**config.mk**
```make
export PLATFORM = sky130hd
export DESIGN_NAME = seg7_scan_driver
export DESIGN_NICKNAME = d
export VERILOG_FILES = /design/src/rtl/seg7_pkg.sv /design/src/rtl/seg7_decode.sv /design/src/rtl/seg7_scan_driver.sv
export SDC_FILE = /design/constraint.sdc
export NUM_CORES = 1
export LEC_CHECK = 0
export ABC_AREA = 1
export BUFFER_PORTS_ARGS = -buffer_cell sky130_fd_sc_hd__clkbuf_2
export CAP_MARGIN = 20
export CORE_UTILIZATION = 45
export DETAILED_ROUTE_END_ITERATION = 10
export PLACE_DENSITY = 0.59
export SLEW_MARGIN = 20
export SYNTH_ARGS = -nofsm -noshare
export SYNTH_HDL_FRONTEND = slang
export SYNTH_SLANG_ARGS = --single-unit
```
**constraint.sdc**
```tcl
create_clock -name clk -period 1.94 [get_ports clk]
set_clock_uncertainty 0.15 [all_clocks]
set_input_delay 0.097 -clock clk [delete_from_list [all_inputs] [get_ports clk]]
set_output_delay 0.097 -clock clk [all_outputs]
set_load 0.02 [all_outputs]
```
**src/rtl/seg7_pkg.sv**
```systemverilog
`default_nettype none
// ============================================================================
// Module      : seg7_pkg
// Description : Shared constants and types for the seven-segment scan driver.
// Revision    : 1.0 - initial release
// ============================================================================
package seg7_pkg;

    // Active-low gfedcba patterns for hex digits 0..F.
    localparam logic [6:0] SEG_TABLE [0:15] = '{
        7'h40, 7'h79, 7'h24, 7'h30,
        7'h19, 7'h12, 7'h02, 7'h78,
        7'h00, 7'h10, 7'h08, 7'h03,
        7'h46, 7'h21, 7'h06, 7'h0E
    };

    localparam logic [6:0] SEG_BLANK = 7'h7F;

    typedef enum logic [0:0] {
        S_BLANK = 1'b0,
        S_DRIVE = 1'b1
    } slot_state_e;

endpackage
`default_nettype wire

```
**src/rtl/seg7_decode.sv**
```systemverilog
`default_nettype none
// ============================================================================
// Module      : seg7_decode
// Description : Combinational hex nibble to active-low segment lookup.
// Revision    : 1.0 - initial release
// ============================================================================
module seg7_decode
    import seg7_pkg::*;
(
    input  logic [3:0] i_nibble,
    output logic [6:0] o_segments
);

    assign o_segments = SEG_TABLE[i_nibble];

endmodule
`default_nettype wire

```
**src/rtl/seg7_scan_driver.sv**
```systemverilog
`default_nettype none
// ============================================================================
// Module      : seg7_scan_driver
// Description : Time-multiplexed common-anode 7-segment driver with frame-
//               synchronous double buffering and an anti-ghosting blank gap.
//               Optional macro SEG7_LEADING_ZERO_BLANK_EN darkens leading zeros.
// Revision    : 1.0 - initial release
// ============================================================================
module seg7_scan_driver
    import seg7_pkg::*;
#(
    parameter int N_DIGITS     = 4,
    parameter int REFRESH_DIV  = 100000,
    parameter int BLANK_CYCLES = 1000
) (
    input  logic                    clk,
    input  logic                    reset_n,
    input  logic                    load,
    input  logic [4*N_DIGITS-1:0]   value,
    input  logic [N_DIGITS-1:0]     dp,
    input  logic [N_DIGITS-1:0]     digit_en,
    output logic [7:0]              cathodes,
    output logic [N_DIGITS-1:0]     anodes,
    output logic                    frame_tick
);

    localparam int CNT_W = $clog2(REFRESH_DIV);
    localparam int IDX_W = (N_DIGITS > 1) ? $clog2(N_DIGITS) : 1;
    localparam slot_state_e STATE_RST = (BLANK_CYCLES > 0) ? S_BLANK : S_DRIVE;

    logic [CNT_W-1:0]        cnt_q, cnt_d;
    logic [IDX_W-1:0]        idx_q, idx_d;
    slot_state_e             state_q, state_d;

    logic [4*N_DIGITS-1:0]   pend_value_q, pend_value_d;
    logic [N_DIGITS-1:0]     pend_dp_q, pend_dp_d;
    logic [N_DIGITS-1:0]     pend_en_q, pend_en_d;
    logic                    pend_valid_q, pend_valid_d;

    logic [4*N_DIGITS-1:0]   act_value_q, act_value_d;
    logic [N_DIGITS-1:0]     act_dp_q, act_dp_d;
    logic [N_DIGITS-1:0]     act_en_q, act_en_d;

    logic [7:0]              cathodes_q, cathodes_d;
    logic [N_DIGITS-1:0]     anodes_q, anodes_d;
    logic                    frame_tick_q, frame_tick_d;

    logic                    w_cnt_wrap;
    logic                    w_idx_wrap;
    logic                    w_frame_end;
    logic                    w_next_blank;
    logic [3:0]              w_nibble;
    logic [6:0]              w_segments;
    logic [N_DIGITS-1:0]     w_lz_dark;
    logic                    w_digit_on;

    assign w_cnt_wrap  = (cnt_q == CNT_W'(REFRESH_DIV - 1));
    assign w_idx_wrap  = (idx_q == IDX_W'(N_DIGITS - 1));
    assign w_frame_end = w_cnt_wrap & w_idx_wrap;

    always_comb begin
        cnt_d = w_cnt_wrap ? '0 : cnt_q + 1'b1;
        idx_d = idx_q;
        if (w_cnt_wrap) begin
            idx_d = w_idx_wrap ? '0 : idx_q + 1'b1;
        end
    end

    // The slot state is registered alongside the counter so it tracks cnt_q.
    generate
        if (BLANK_CYCLES > 0) begin : g_blank
            assign w_next_blank = (cnt_d < CNT_W'(BLANK_CYCLES));
        end else begin : g_no_blank
            assign w_next_blank = 1'b0;
        end
    endgenerate

    assign state_d = w_next_blank ? S_BLANK : S_DRIVE;

    // Boundary swap happens before the load capture, so a load in the
    // boundary cycle lands in pending and waits for the next frame.
    always_comb begin
        pend_value_d = pend_value_q;
        pend_dp_d    = pend_dp_q;
        pend_en_d    = pend_en_q;
        pend_valid_d = pend_valid_q;
        act_value_d  = act_value_q;
        act_dp_d     = act_dp_q;
        act_en_d     = act_en_q;
        if (w_frame_end && pend_valid_q) begin
            act_value_d  = pend_value_q;
            act_dp_d     = pend_dp_q;
            act_en_d     = pend_en_q;
            pend_valid_d = 1'b0;
        end
        if (load) begin
            pend_value_d = value;
            pend_dp_d    = dp;
            pend_en_d    = digit_en;
            pend_valid_d = 1'b1;
        end
    end

    assign w_nibble = act_value_q[{idx_q, 2'b00} +: 4];

    seg7_decode u_decode (
        .i_nibble   (w_nibble),
        .o_segments (w_segments)
    );

`ifdef SEG7_LEADING_ZERO_BLANK_EN
    logic w_upper_zero;

    // Scan from the top digit down; a digit is dark while every nibble at or
    // above it is zero, unless its own decimal point is lit.
    always_comb begin
        w_upper_zero = 1'b1;
        w_lz_dark    = '0;
        for (int i = N_DIGITS - 1; i >= 1; i--) begin
            w_upper_zero = w_upper_zero & (act_value_q[4*i +: 4] == 4'h0);
            w_lz_dark[i] = w_upper_zero & ~act_dp_q[i];
        end
    end
`else
    assign w_lz_dark = '0;
`endif

    assign w_digit_on = act_en_q[idx_q] & ~w_lz_dark[idx_q];

    always_comb begin
        cathodes_d   = {1'b1, SEG_BLANK};
        anodes_d     = '1;
        frame_tick_d = w_frame_end;
        if (state_q == S_DRIVE) begin
            cathodes_d = {~act_dp_q[idx_q], w_segments};
            if (w_digit_on) begin
                anodes_d = ~(N_DIGITS'(1) << idx_q);
            end
        end
    end

    always_ff @(posedge clk or negedge reset_n) begin
        if (!reset_n) begin
            cnt_q        <= '0;
            idx_q        <= '0;
            state_q      <= STATE_RST;
            pend_value_q <= '0;
            pend_dp_q    <= '0;
            pend_en_q    <= '0;
            pend_valid_q <= 1'b0;
            act_value_q  <= '0;
            act_dp_q     <= '0;
            act_en_q     <= '0;
            cathodes_q   <= 8'hFF;
            anodes_q     <= '1;
            frame_tick_q <= 1'b0;
        end else begin
            cnt_q        <= cnt_d;
            idx_q        <= idx_d;
            state_q      <= state_d;
            pend_value_q <= pend_value_d;
            pend_dp_q    <= pend_dp_d;
            pend_en_q    <= pend_en_d;
            pend_valid_q <= pend_valid_d;
            act_value_q  <= act_value_d;
            act_dp_q     <= act_dp_d;
            act_en_q     <= act_en_d;
            cathodes_q   <= cathodes_d;
            anodes_q     <= anodes_d;
            frame_tick_q <= frame_tick_d;
        end
    end

    assign cathodes   = cathodes_q;
    assign anodes     = anodes_q;
    assign frame_tick = frame_tick_q;

endmodule
`default_nettype wire

```
=== After elaboration in Yosys (flattened, before gate mapping) ===
Memory sizes are Yosys's and may differ from the RTL's.
Index checks and enable logic that the tools add are counted.

* Equality and inequality tests: 2
* Order comparisons: 3
* Shift operators: 2
* Reduce and logical (&&, ||, !) cells: 2
* Bitwise logic cells: 6
* Add/sub/neg operators: 2
* Mux-type cells: 16

{| class="wikitable"
|+ Operators with widths
! kind !! number
|-
| 17-bit by 1-bit adder with 17-bit output (second input constant) || 1
|-
| 17-bit equality test (second input constant) || 1
|-
| 17-bit by 10-bit less-than comparator with 1-bit output (second input constant) || 1
|-
| 17-bit 2-to-1 mux || 1
|-
| 16-bit by 5-bit indexed part select with 4-bit output || 1
|-
| 7-bit 2-to-1 mux || 2
|-
| 4-bit 2-to-1 mux || 2
|-
| 8-bit 2-to-1 mux || 1
|-
| 1-bit binary-select mux with 2-bit select || 3
|-
| 1-bit 2-to-1 mux || 6
|-
| 5-bit greater-or-equal comparator (second input constant) || 1
|-
| 4-bit inverter with 5-bit output || 1
|-
| 4-bit inverter || 1
|-
| 1-bit by 2-bit left shift with 4-bit output (first input constant) || 1
|-
| 2-bit by 3-bit less-than comparator with 1-bit output (second input constant) || 1
|-
| 2-bit by 1-bit adder with 2-bit output (second input constant) || 1
|-
| 1-bit AND || 2
|-
| 2-bit equality test (second input constant) || 1
|-
| 2-bit 2-to-1 mux || 1
|-
| 1-bit inverter || 2
|-
| 2-bit nonzero test || 1
|-
| 1-bit logical AND || 1
|}

* Logic and storage cells: 47
* Bits in read-only memories: 112
* Output and inout bits: 13
* Register bits after elaboration: 82
* Input port bits: 27
* Memories: 1

{| class="wikitable"
|+ Memory list
! name !! words !! bits a word !! rd ports !! clocked after Yosys merged registers in !! write ports !! line !! source
|-
| (no name shown) || 16 || 7 || 1 || 0 || 0 || seg7_decode.sv:14 || <nowiki>assign o_segments = SEG_TABLE[i_nibble];</nowiki>
|}

=== Depth between registers and ports, before layout ===
Gate-level depths: netlist of run 1.

* Depth after elaboration: 6
* Depth in mapped cells: 12
* Gate-level depth less buffers: 12

=== Hierarchy ===
A second synthesis of run 1 with hierarchy kept.

* Cell total of the unflattened synthesis: 478
* Area total of the unflattened synthesis: 3,917.5 µm²

{| class="wikitable"
|+ Modules (own cells, without submodules)
! module !! times used !! cells each !! area an instance (µm²)
|-
| seg7_scan_driver || 1 || 429 || 3,643.5
|-
| seg7_decode || 1 || 49 || 274.0
|}

=== Worst setup path after synthesis of run 1 ===
No wires, ideal clock.

* Path type: register to register
* Start: reg idx_q[0]
* End: reg cathodes_q[3], in the netlist cathodes[3]
* Arrival: 1.504 ns
* Stages on the path, launching flop included: 12
* Library setup time: 0.092 ns
* Slack: 0.195 ns
* Required time: 1.698 ns
* Cells stage by stage: dfrtp_1 -> inv_2 -> buf_6 -> nand2_1 -> nand3_1 -> nand2_1 -> inv_1 -> ha_1 -> inv_1 -> nor2_1 -> o21ai_0 -> nand3_1

* Word-level cells in the longest chain between the ends: 6

{| class="wikitable"
|+ RTL lines
! element !! line !! source
|-
| start, declared || seg7_scan_driver.sv:32 || <nowiki>logic [IDX_W-1:0] idx_q, idx_d;</nowiki>
|-
| start signal, assigned || seg7_scan_driver.sv:159 || <nowiki>idx_q <= idx_d;</nowiki>
|-
| 16-bit by 5-bit indexed part select with 4-bit output || seg7_scan_driver.sv:104 || <nowiki>assign w_nibble = act_value_q[{idx_q, 2'b00} +: 4];</nowiki>
|-
| 4-bit inverter with 5-bit output (not written as such) || seg7_decode.sv:14 ||
|-
| memory 16 x 7 bit || n/a ||
|-
| 7-bit 2-to-1 mux (not written as such) (2 in a row) || seg7_decode.sv:14 ||
|-
| 8-bit 2-to-1 mux || seg7_scan_driver.sv:134 || <nowiki>if (state_q == S_DRIVE) begin</nowiki>
|-
| named net cathodes_d[3] || seg7_scan_driver.sv:44 || <nowiki>logic [7:0] cathodes_q, cathodes_d;</nowiki>
|-
| end signal, assigned || seg7_scan_driver.sv:168 || <nowiki>cathodes_q <= cathodes_d;</nowiki>
|-
| end, declared || seg7_scan_driver.sv:44 ||
|}

The timed path passes the listed nets, and every way through them passes these cells. The select of a mux whose other input is x is not followed.
A chain may end at the register's enable or synchronous reset.

=== Final worst setup path of run 1 ===
* Start: reg cnt_q[0]
* End: reg state_q

* Word-level cells in the longest chain between the ends: 4
* Elaborated cells between the ends (all ways): 5

{| class="wikitable"
|+ RTL lines
! element !! line !! source
|-
| start, declared || seg7_scan_driver.sv:31 || <nowiki>logic [CNT_W-1:0] cnt_q, cnt_d;</nowiki>
|-
| start signal, assigned || seg7_scan_driver.sv:158 || <nowiki>cnt_q <= cnt_d;</nowiki>
|-
| 17-bit by 1-bit adder with 17-bit output / 17-bit equality test (equally long branches) || seg7_scan_driver.sv:62, seg7_scan_driver.sv:57 ||
|-
| 17-bit 2-to-1 mux * || seg7_scan_driver.sv:62 || <nowiki>cnt_d = w_cnt_wrap ? '0 : cnt_q + 1'b1;</nowiki>
|-
| 17-bit by 10-bit less-than comparator with 1-bit output * || seg7_scan_driver.sv:72 || <nowiki>assign w_next_blank = (cnt_d < CNT_W'(BLANK_CYCLES));</nowiki>
|-
| 1-bit 2-to-1 mux * || seg7_scan_driver.sv:78 || <nowiki>assign state_d = w_next_blank ? S_BLANK : S_DRIVE;</nowiki>
|-
| named net state_d || seg7_scan_driver.sv:33 || <nowiki>slot_state_e state_q, state_d;</nowiki>
|-
| end signal, assigned || seg7_scan_driver.sv:160 || <nowiki>state_q <= state_d;</nowiki>
|-
| end, declared || seg7_scan_driver.sv:33 ||
|}

Mark *: on every way through the listed nets, which the timed path passes. The rest lies on a longest branch.

==> impl_results.md, run 1 <==
* Detailed-route via count at 3281
* Worst Reg2Reg Path Length in Cells at 10
* Worst vdd rail ir drop at 0.000374 V
* Clock root cell: clkbuf_8
* DRC violation count after routing at 0
* Die Span X at roughly 97 µm
* Area share of the leading cell type in the synthesized netlist at 42.8%
* Final number of hold-violating endpoints at 1
* Critical path type: reg -> reg
* Post-Syn Instances at 493
* Leading post-synthesis cells by cell area: dfrtp_1 43%, nand2_1 12%, dfstp_2 7.7%, inv_1 5.8%, nor2_1 4.2%
* Number of buffers on the longest clock path at 2
* TritonCTS Buffers at 9
* Most frequent standard cell in the layout excluding fill and tap cells: nand2_1
* Overall die height at between 90 and 100 µm
* Final estimated routing congestion in global placement at 0.854
* Critical path endpoint category: flip-flop
* Part of the total power dissipated in sequential elements at roughly 53%
* Status: finished with violations
* WP data required at slightly above 2 ns
* Reg-to-reg critical path endpoint: state_q
* Setup repair after global routing missed its margin: false
* Latest clock arrival within the worst-skew pair at ~0.35 ns
* Internal power contribution at ~2600 µW
* Leak pwr at 0.00249 µW
* Reg-to-reg setup timing slack at 0.14 ns
* Sum Neg Setup Slack at 0 ns
* Count of standard-cell rows at 34
* Worst slack after detailed placement at -0.00676 ns
* Post-detailed-route wirelength per cell at 12.6 µm
* Iter 0 DRT Violations at 163
* Slew of the pin with the lowest slew margin at 0.420 ns
* Remaining antenna violation count after routing at 0
* # placed instances at ~640
* Net switching power at 755 µW
* Sw frac at 22.8%
* Post-route setup slack at 0.137 ns
* Fraction of the yosys area taken by sequential cells at 50.5%
* Largest fanout on the critical path at 5
* Wire length of the first global-routing pass at 15.4 mm
* Number of pins with negative max-slew slack in the final report at 0
* Core utilization of the finished layout at 57.4%
* Hold Slack at -0.0630 ns
* Total of endpoints with negative setup slack in the final report at 0
* Overall fraction of global-route tracks in use at 20.4%
* Endpoint of the worst hold path: pend_value_q[10]
* Part of the power in combinational logic at 5.7%
* Fraction of layout instances using a drive strength above 1 at 24.4%
* Layout Cells excl Fill at 689
* Wirelength, routed at between 8 and 9 mm
* Mean number of vias per cell at 4.76
* Total power divided by cell area at 659 nW/µm²
* Type of element launching the critical path: flip-flop
* # nets final at 614
* Mean instance size in the synthesized netlist at around 8.3 µm²
* Iteration count of the initial detailed-routing pass at 4
* Worst flop-to-flop path startpoint: cnt_q[0]
* Initial Utilization at 46.7%
* Number of H-tree levels at 3
* Violated checks: negative hold slack
* CTS tree: yes
* Pin count of the biggest net entering global routing at 55
* Hold Path Stages at 2
* Area of the mapped netlist at 4100 µm²
* Startpoint of the tightest hold check path: load
* Filler instances at 797
* Final cycle utilization of the critical path at between 90 and 100%
* Detailed-placement wirelength estimate at 5.90 mm
* Area of the die at approximately 9500 µm²
* Clock power frac at between 40% and 50%
* Warnings from Yosys at 0
* Number of antenna violations at the first check in global routing at 0
* Total power at 3320 µW
* Count of input and output buffers at 39
* Cell type contributing the most total cell area after synthesis: dfrtp_1
* Max-slew headroom at 72.0%
* Total clock sinks at about 80
* Post-Syn Nets at ~530
* Cell variety after synth at 30
* Arrival time at the worst endpoint at roughly 1.9 ns
* Max_cap viols at 0
* Final antenna diode count at 0
* Post-layout min period at roughly 1.8 ns
* Vias in the first global route at approximately 3300
* Layout overhead on the synthesized area at 22.9%
* Number of register bits inferred by synthesis at 82
* Commonest non-fill, non-tap cells in the layout: 136 x nand2_1, 67 x dfrtp_1, 61 x inv_1
* Global-route congestion overflow total at 0
* Min-Delay Path Class: in -> reg
* Clk pin slew, worst setup/hold paths at 0.09 ns
* Core region area at 8760 µm²
* Number of top-level design ports at 40
* Max Clk Rate at between 0.5 and 0.6 GHz
==> final cells by class <==
cell class | instances | area, µm² | share of cell area [%]
clock buffers | 9 | 124 | 2.46
clock inverters | 7 | 91.3 | 1.82
inverters | 68 | 259 | 5.15
multi-input cells | 330 | 1710 | 33.9
flip-flops and latches | 82 | 2070 | 41.1
well taps | 108 | 135 | 2.69
repair buffers | 85 | 646 | 12.8
==> worst max-delay path by stage <==
stage              from           to  slack (ns)  cells after the start
2_1_floorplan  idx_q[0]  cathodes[3]        0.19                     11
3_5_place_dp   idx_q[0]  cathodes[3]      -0.007                      9
6_report       cnt_q[0]      state_q        0.14                     10
5_1_grt        idx_q[0]  cathodes[0]       0.007                      9
4_1_cts        idx_q[0]  cathodes[3]        0.06                      9
3_3_place_gp   idx_q[0]  cathodes[3]        0.03                      9
==> Yosys cell counts, drive strengths merged <==
library cell    n
a21oi           6
a31oi           1
and2            2
buf             7
clkbuf          6
dfrtp          70
dfstp          12
ha             11
inv            68
nand2         153
nand3          32
nand4           6
nor2           55
nor3            2
o211ai          2
o21ai          55
o21bai          1
o22ai           2
xor2            2
==> flip-flops by register name, summed over array words and instances (netlist names) <==
| register | flops |
|---|---|
| idx_q | 2 |
| pend_en_q | 4 |
| anodes | 4 |
| pend_dp_q | 4 |
| pend_valid_q | 1 |
| pend_value_q | 16 |
| act_en_q | 4 |
| state_q | 1 |
| act_dp_q | 4 |
| act_value_q | 16 |
| frame_tick | 1 |
| cnt_q | 17 |
| cathodes | 8 |
==> layer usage <==
metal  share of wire [%]  up-vias  GRT usage (%)
met5                   0        -              0
met4                 1.5        0           6.45
met2                  48       50           33.2
li1                    -     1705              -
met1                  48     1514           27.8
met3                 2.9       12           3.45
==> critical path: stages (launching register included) <==
cell	delay, ns
dfrtp_1	0.39
ha_1	0.22
nand2_2	0.12
inv_2	0.06
nand2_1	0.10
nor2_1	0.06
nand2_1	0.19
nand3_1	0.17
nor2_1	0.13
nand2_1	0.07
nand3_1	0.08
==> repair_timing <==
| action | in CTS | in global routing |
|---|---|---|
| hold endpoints to repair | 106 | 0 |
| resized for setup | 1 | 9 |
| hold buffers | 32 | 0 |
| pin swaps | 0 | 2 |
| setup endpoints to repair | 1 | 13 |
| setup buffers | 0 | 4 |
==> cell families (layout without fill, tap and decap cells) <==
kind of cell | after synthesis | count (layout) | synth area share (%)
AND/OR/NAND/NOR | 250 | 250 | 27.0
XOR/XNOR | 2 | 2 | 0.428
adder cells (fa/ha/maj) | 11 | 11 | 3.36
flip-flops | 82 | 82 | 50.5
buffers and inverters | 81 | 169 | 8.40
AO/OA/AOI/OAI | 67 | 67 | 10.3
==> through the flow <==
step           cell area, µm²  hold slack [ns]
2_1_floorplan            4100           -0.349
3_3_place_gp             4450          -0.0953
3_5_place_dp             4450          -0.0878
4_1_cts                  4980           0.0194
5_1_grt                  5030           0.0525
6_report                 5030          -0.0630
==> power groups by stage <==
stage,clock network (µW),registers (µW),logic [µW]
3_3_place_gp,0,1800,141
4_1_cts,1400,1770,195
3_5_place_dp,0,1800,144
5_1_grt,1470,1770,221
6_report,1360,1770,190
2_1_floorplan,0,1800,63.6
Power figures use the tool's default switching activity.
==> inputs of run 2 (changes only) <==
--- a/config.mk
+++ b/config.mk
@@ -5,12 +5,11 @@
 export SDC_FILE = /design/constraint.sdc
 export NUM_CORES = 1
 export LEC_CHECK = 0
-export ABC_AREA = 1
 export BUFFER_PORTS_ARGS = -buffer_cell sky130_fd_sc_hd__clkbuf_2
 export CAP_MARGIN = 20
 export CORE_UTILIZATION = 45
 export DETAILED_ROUTE_END_ITERATION = 10
-export PLACE_DENSITY = 0.59
+export PLACE_DENSITY = 0.6
 export SLEW_MARGIN = 20
 export SYNTH_ARGS = -nofsm -noshare
 export SYNTH_HDL_FRONTEND = slang
==> run 2 against run 1 <==
  * The run ends with negative setup slack left
  * Register-to-register slack got worse by 0.31 ns
  * Flip-flop and latch count did not move
  * Setup slack got worse by 0.31 ns
  * Hold slack improved by 0.11 ns
  * Synthesized cell count fell by 41%
  * Via count fell by 18%
  * Count of clock-buffer cells in the layout rose by 1
  * Synthesized area fell by 7.5%
  * First-iteration DRC count fell by 48%
  * Non-clock buffer count rose by 52
  * Sequential share of layout area fell by 2.5 points
  * Combinational power fell by 11%
==> impl_results.md, run 2 <==
* Status: finished with violations
* Violated checks: negative setup slack
* DRC violation count after routing at 0 (unchanged)
* Number of top-level design ports at 40 (unchanged)
* Number of pins with negative max-slew slack in the final report at 0 (unchanged)
* Wirelength, routed at 8.17 mm (-5.7%)
* Overall die height at 93.8 µm (-3.7%)
* Max-slew headroom at 58.9% (-13 points)
* Top_reg_cell synth: dfrtp_1
* TritonCTS Buffers at 9 (unchanged)
* Min-Delay Path Class: in -> async
* WP data required at 2.03 ns (-0.04 ns)
* Fraction of layout instances using a drive strength above 1 at 54.8% (+30 points)
* Final cycle utilization of the critical path at 109% (+16 points)
* # nets final at 462 (-25%)
* Largest regs: cnt_q (17), act_value_q (16), pend_value_q (16)
* Count of standard-cell rows at 33 (-2.9%)
* Most frequent standard cell in the layout excluding fill and tap cells: dfrtp_1
* Number of antenna violations at the first check in global routing at 0 (unchanged)
* Number of register bits inferred by synthesis at 82 (unchanged)
* Filler instances at 627 (-21%)
* Most numerous cell in the Yosys netlist: dfrtp_1
* Total power divided by cell area at 604 nW/µm² (-8.4%)
* Post-synth ARST share at 100% (unchanged)
* Post-layout min period at 2.12 ns (+0.314 ns)
* Layout Cells excl Fill at 534 (-22%)
* Reg-to-reg setup timing slack at -0.18 ns (-0.31 ns)
* Setup repair after global routing missed its margin: true
* Post-Syn Instances at 289 (-41%)
* Count of input and output buffers at 39 (unchanged)
* Max_cap viols at 0 (unchanged)
* Iteration count of the initial detailed-routing pass at 4 (unchanged)
* Area of the die at 8790 µm² (-7.3%)
* Mean instance size in the synthesized netlist at 13.1 µm² (+58%)
* Leading post-synthesis cells by cell area: dfrtp_1 46%, mux2_2 8.6%, dfstp_2 8.3%, mux2_4 7.9%, ha_1 3.6%
* Type of element launching the critical path: flip-flop
* Area of the mapped netlist at 3790 µm² (-7.5%)
* Detailed-placement wirelength estimate at 5.23 mm (-11%)
* Number of flops mapped to enable cells by yosys at 0 (unchanged)
* Number of H-tree levels at 3 (unchanged)
* Final antenna diode count at 0 (unchanged)
* Wire length of the first global-routing pass at 13.1 mm (-15%)
* Post-Syn Nets at 327 (-38%)
* Cell variety after synth at 43 (+43%)
* Arrival time at the worst endpoint at 2.21 ns (+0.28 ns)
* Clock root cell: clkbuf_8
* Core region area at 8180 µm² (-6.7%)
* Overall fraction of global-route tracks in use at 19.9% (-0.51 points)
* Largest register by flop count: cnt_q
* Final estimated routing congestion in global placement at 0.790 (-7.5%)
* Cell type contributing the most total cell area after synthesis: dfrtp_1
* Slew of the pin with the lowest slew margin at 0.617 ns (+0.196 ns)
* Largest fanout on the critical path at 14 (+9)
* Post-route setup slack at -0.177 ns (-0.314 ns)
* Reg-to-reg critical path endpoint: act_value_q[8]
* Core utilization of the finished layout at 65.5% (+8.0 points)
* Latest clock arrival within the worst-skew pair at 0.36 ns (about the same)
* Number of buffers on the longest clock path at 2 (unchanged)
* Area share of the leading cell type in the synthesized netlist at 46.2% (+3.4 points)
* Final number of hold-violating endpoints at 0 (-1)
* Warnings from Yosys at 0 (unchanged)
* Post-detailed-route wirelength per cell at 15.3 µm (+22%)
* Leak pwr at 0.00253 µW (+1.7%)
* Remaining antenna violation count after routing at 0 (unchanged)
* Commonest non-fill, non-tap cells in the layout: 69 x dfrtp_1, 63 x buf_4, 38 x clkbuf_2
* # placed instances at 470 (-26%)
* Critical path type: reg -> reg
* Worst flop-to-flop path startpoint: cnt_q[8]
* Max Clk Rate at 0.472 GHz (-15%)
* Worst Reg2Reg Path Length in Cells at 7 (-3)
* Total of endpoints with negative setup slack in the final report at 30 (+30)
* Clk pin slew, worst setup/hold paths at 0.10 ns (about the same)
* Initial Utilization at 46.4% (-0.37 points)
* Global-route congestion overflow total at 0 (unchanged)
* Fraction of the yosys area taken by sequential cells at 54.5% (+4.1 points)
* CTS tree: yes
* Detailed-route via count at 2697 (-18%)
* Layout overhead on the synthesized area at 41.2%
* Mean number of vias per cell at 5.05 (+6.1%)
* Pin count of the biggest net entering global routing at 38 (-31%)
* Die Span X at 93.8 µm (-3.7%)
* Largest register FFs at 17 (unchanged)
* Iter 0 DRT Violations at 85 (-48%)
* Total clock sinks at 82 (unchanged)
* Critical path endpoint category: flip-flop
* Most frequent cells after synthesis: 70 x dfrtp_1, 29 x mux2_2, 23 x nand2_1
* Vias in the first global route at 2691 (-19%)
* Worst vdd rail ir drop at 0.000497 V (+33%)
[run 2: critical path, cell delays in order, from the launching register on]
cell and delay (ns):
dfrtp_1 0.40, or4b_4 0.53, nor4_4 0.19, nand2_2 0.11
inv_2 0.08, nand2_4 0.07, buf_12 0.16, mux2_4 0.29
[run 2: cells by family after synthesis]
logic type                 synth area share [%]
xor gates and xnor gates                   3.70
adders and majority gates                  3.63
buffers and inverters                      2.74
AOI/OAI and AO/OA                          4.85
and+or+nand+nor                            10.2
DFF                                        54.5
muxes                                      20.4
[run 2: where the power goes]
part | total, µW | leakage [µW] | switching [µW] | internal (µW)
Sequential | 1790 | 0.00103 | 28.0 | 1760
Combinational | 169 | 0.00140 | 66.1 | 102
Clock | 1280 | 0.0000979 | 664 | 612
[run 2: metrics by stage]
stage	TNS, ns	power (µW)	hold slack [ns]	setup slack [ns]	instance area (µm²)
final	-4.02	3230	0.0499	-0.177	5350
after global routing	-6.48	3360	0.0721	-0.266	5350
after CTS	-3.62	3260	0.0623	-0.163	5070
after detailed placement	-4.08	1960	-0.0894	-0.159	4480
after global placement	-3.51	1950	-0.0957	-0.134	4480
after floorplan	-6.71	1870	-0.349	-0.298	3810
[run 2: how the worst max path moves through the flow]
stage                 endpoint      from  cells after the start  slack (ns)
6_report        act_value_q[8]  cnt_q[8]                      7       -0.18
3_5_place_dp   act_value_q[11]  cnt_q[6]                      7       -0.16
4_1_cts        act_value_q[10]  cnt_q[6]                      7       -0.16
2_1_floorplan      act_dp_q[0]  cnt_q[6]                      7       -0.30
3_3_place_gp   act_value_q[11]  cnt_q[6]                      7       -0.13
5_1_grt        act_value_q[10]  cnt_q[8]                      7       -0.27
[run 2: repair_timing]
| action | 4_1_cts | 5_1_grt |
|---|---|---|
| hold buffers | 25 | 0 |
| hold endpoints to repair | 98 | 0 |
| gates resized for setup | 21 | 36 |
| gates cloned | 1 | 1 |
| pin swaps | 3 | 16 |
| setup endpoints to repair | 32 | 34 |
| setup buffers | 4 | 21 |
[run 2: metal layers]
layer  part of all wire [%]  track usage (%)  up-vias  wire length, µm
met5                      0                0        -                0
met4                    3.0             10.6        0              245
met3                    3.2             4.61       23              262
met2                     47             30.3       45             3860
met1                     46             26.2     1331             3790
li1                       -                -     1298                -
[run 2: final cells by class]
| class | count | area, µm² | area share (%) |
|---|---|---|---|
| clock buffers | 10 | 128 | 2.38 |
| multi-input cells | 185 | 1860 | 34.7 |
| inverters | 9 | 38.8 | 0.725 |
| clock inverters | 6 | 72.6 | 1.36 |
| repair buffers | 137 | 1060 | 19.8 |
| well taps | 105 | 131 | 2.45 |
| flip-flops and latches | 82 | 2070 | 38.6 |
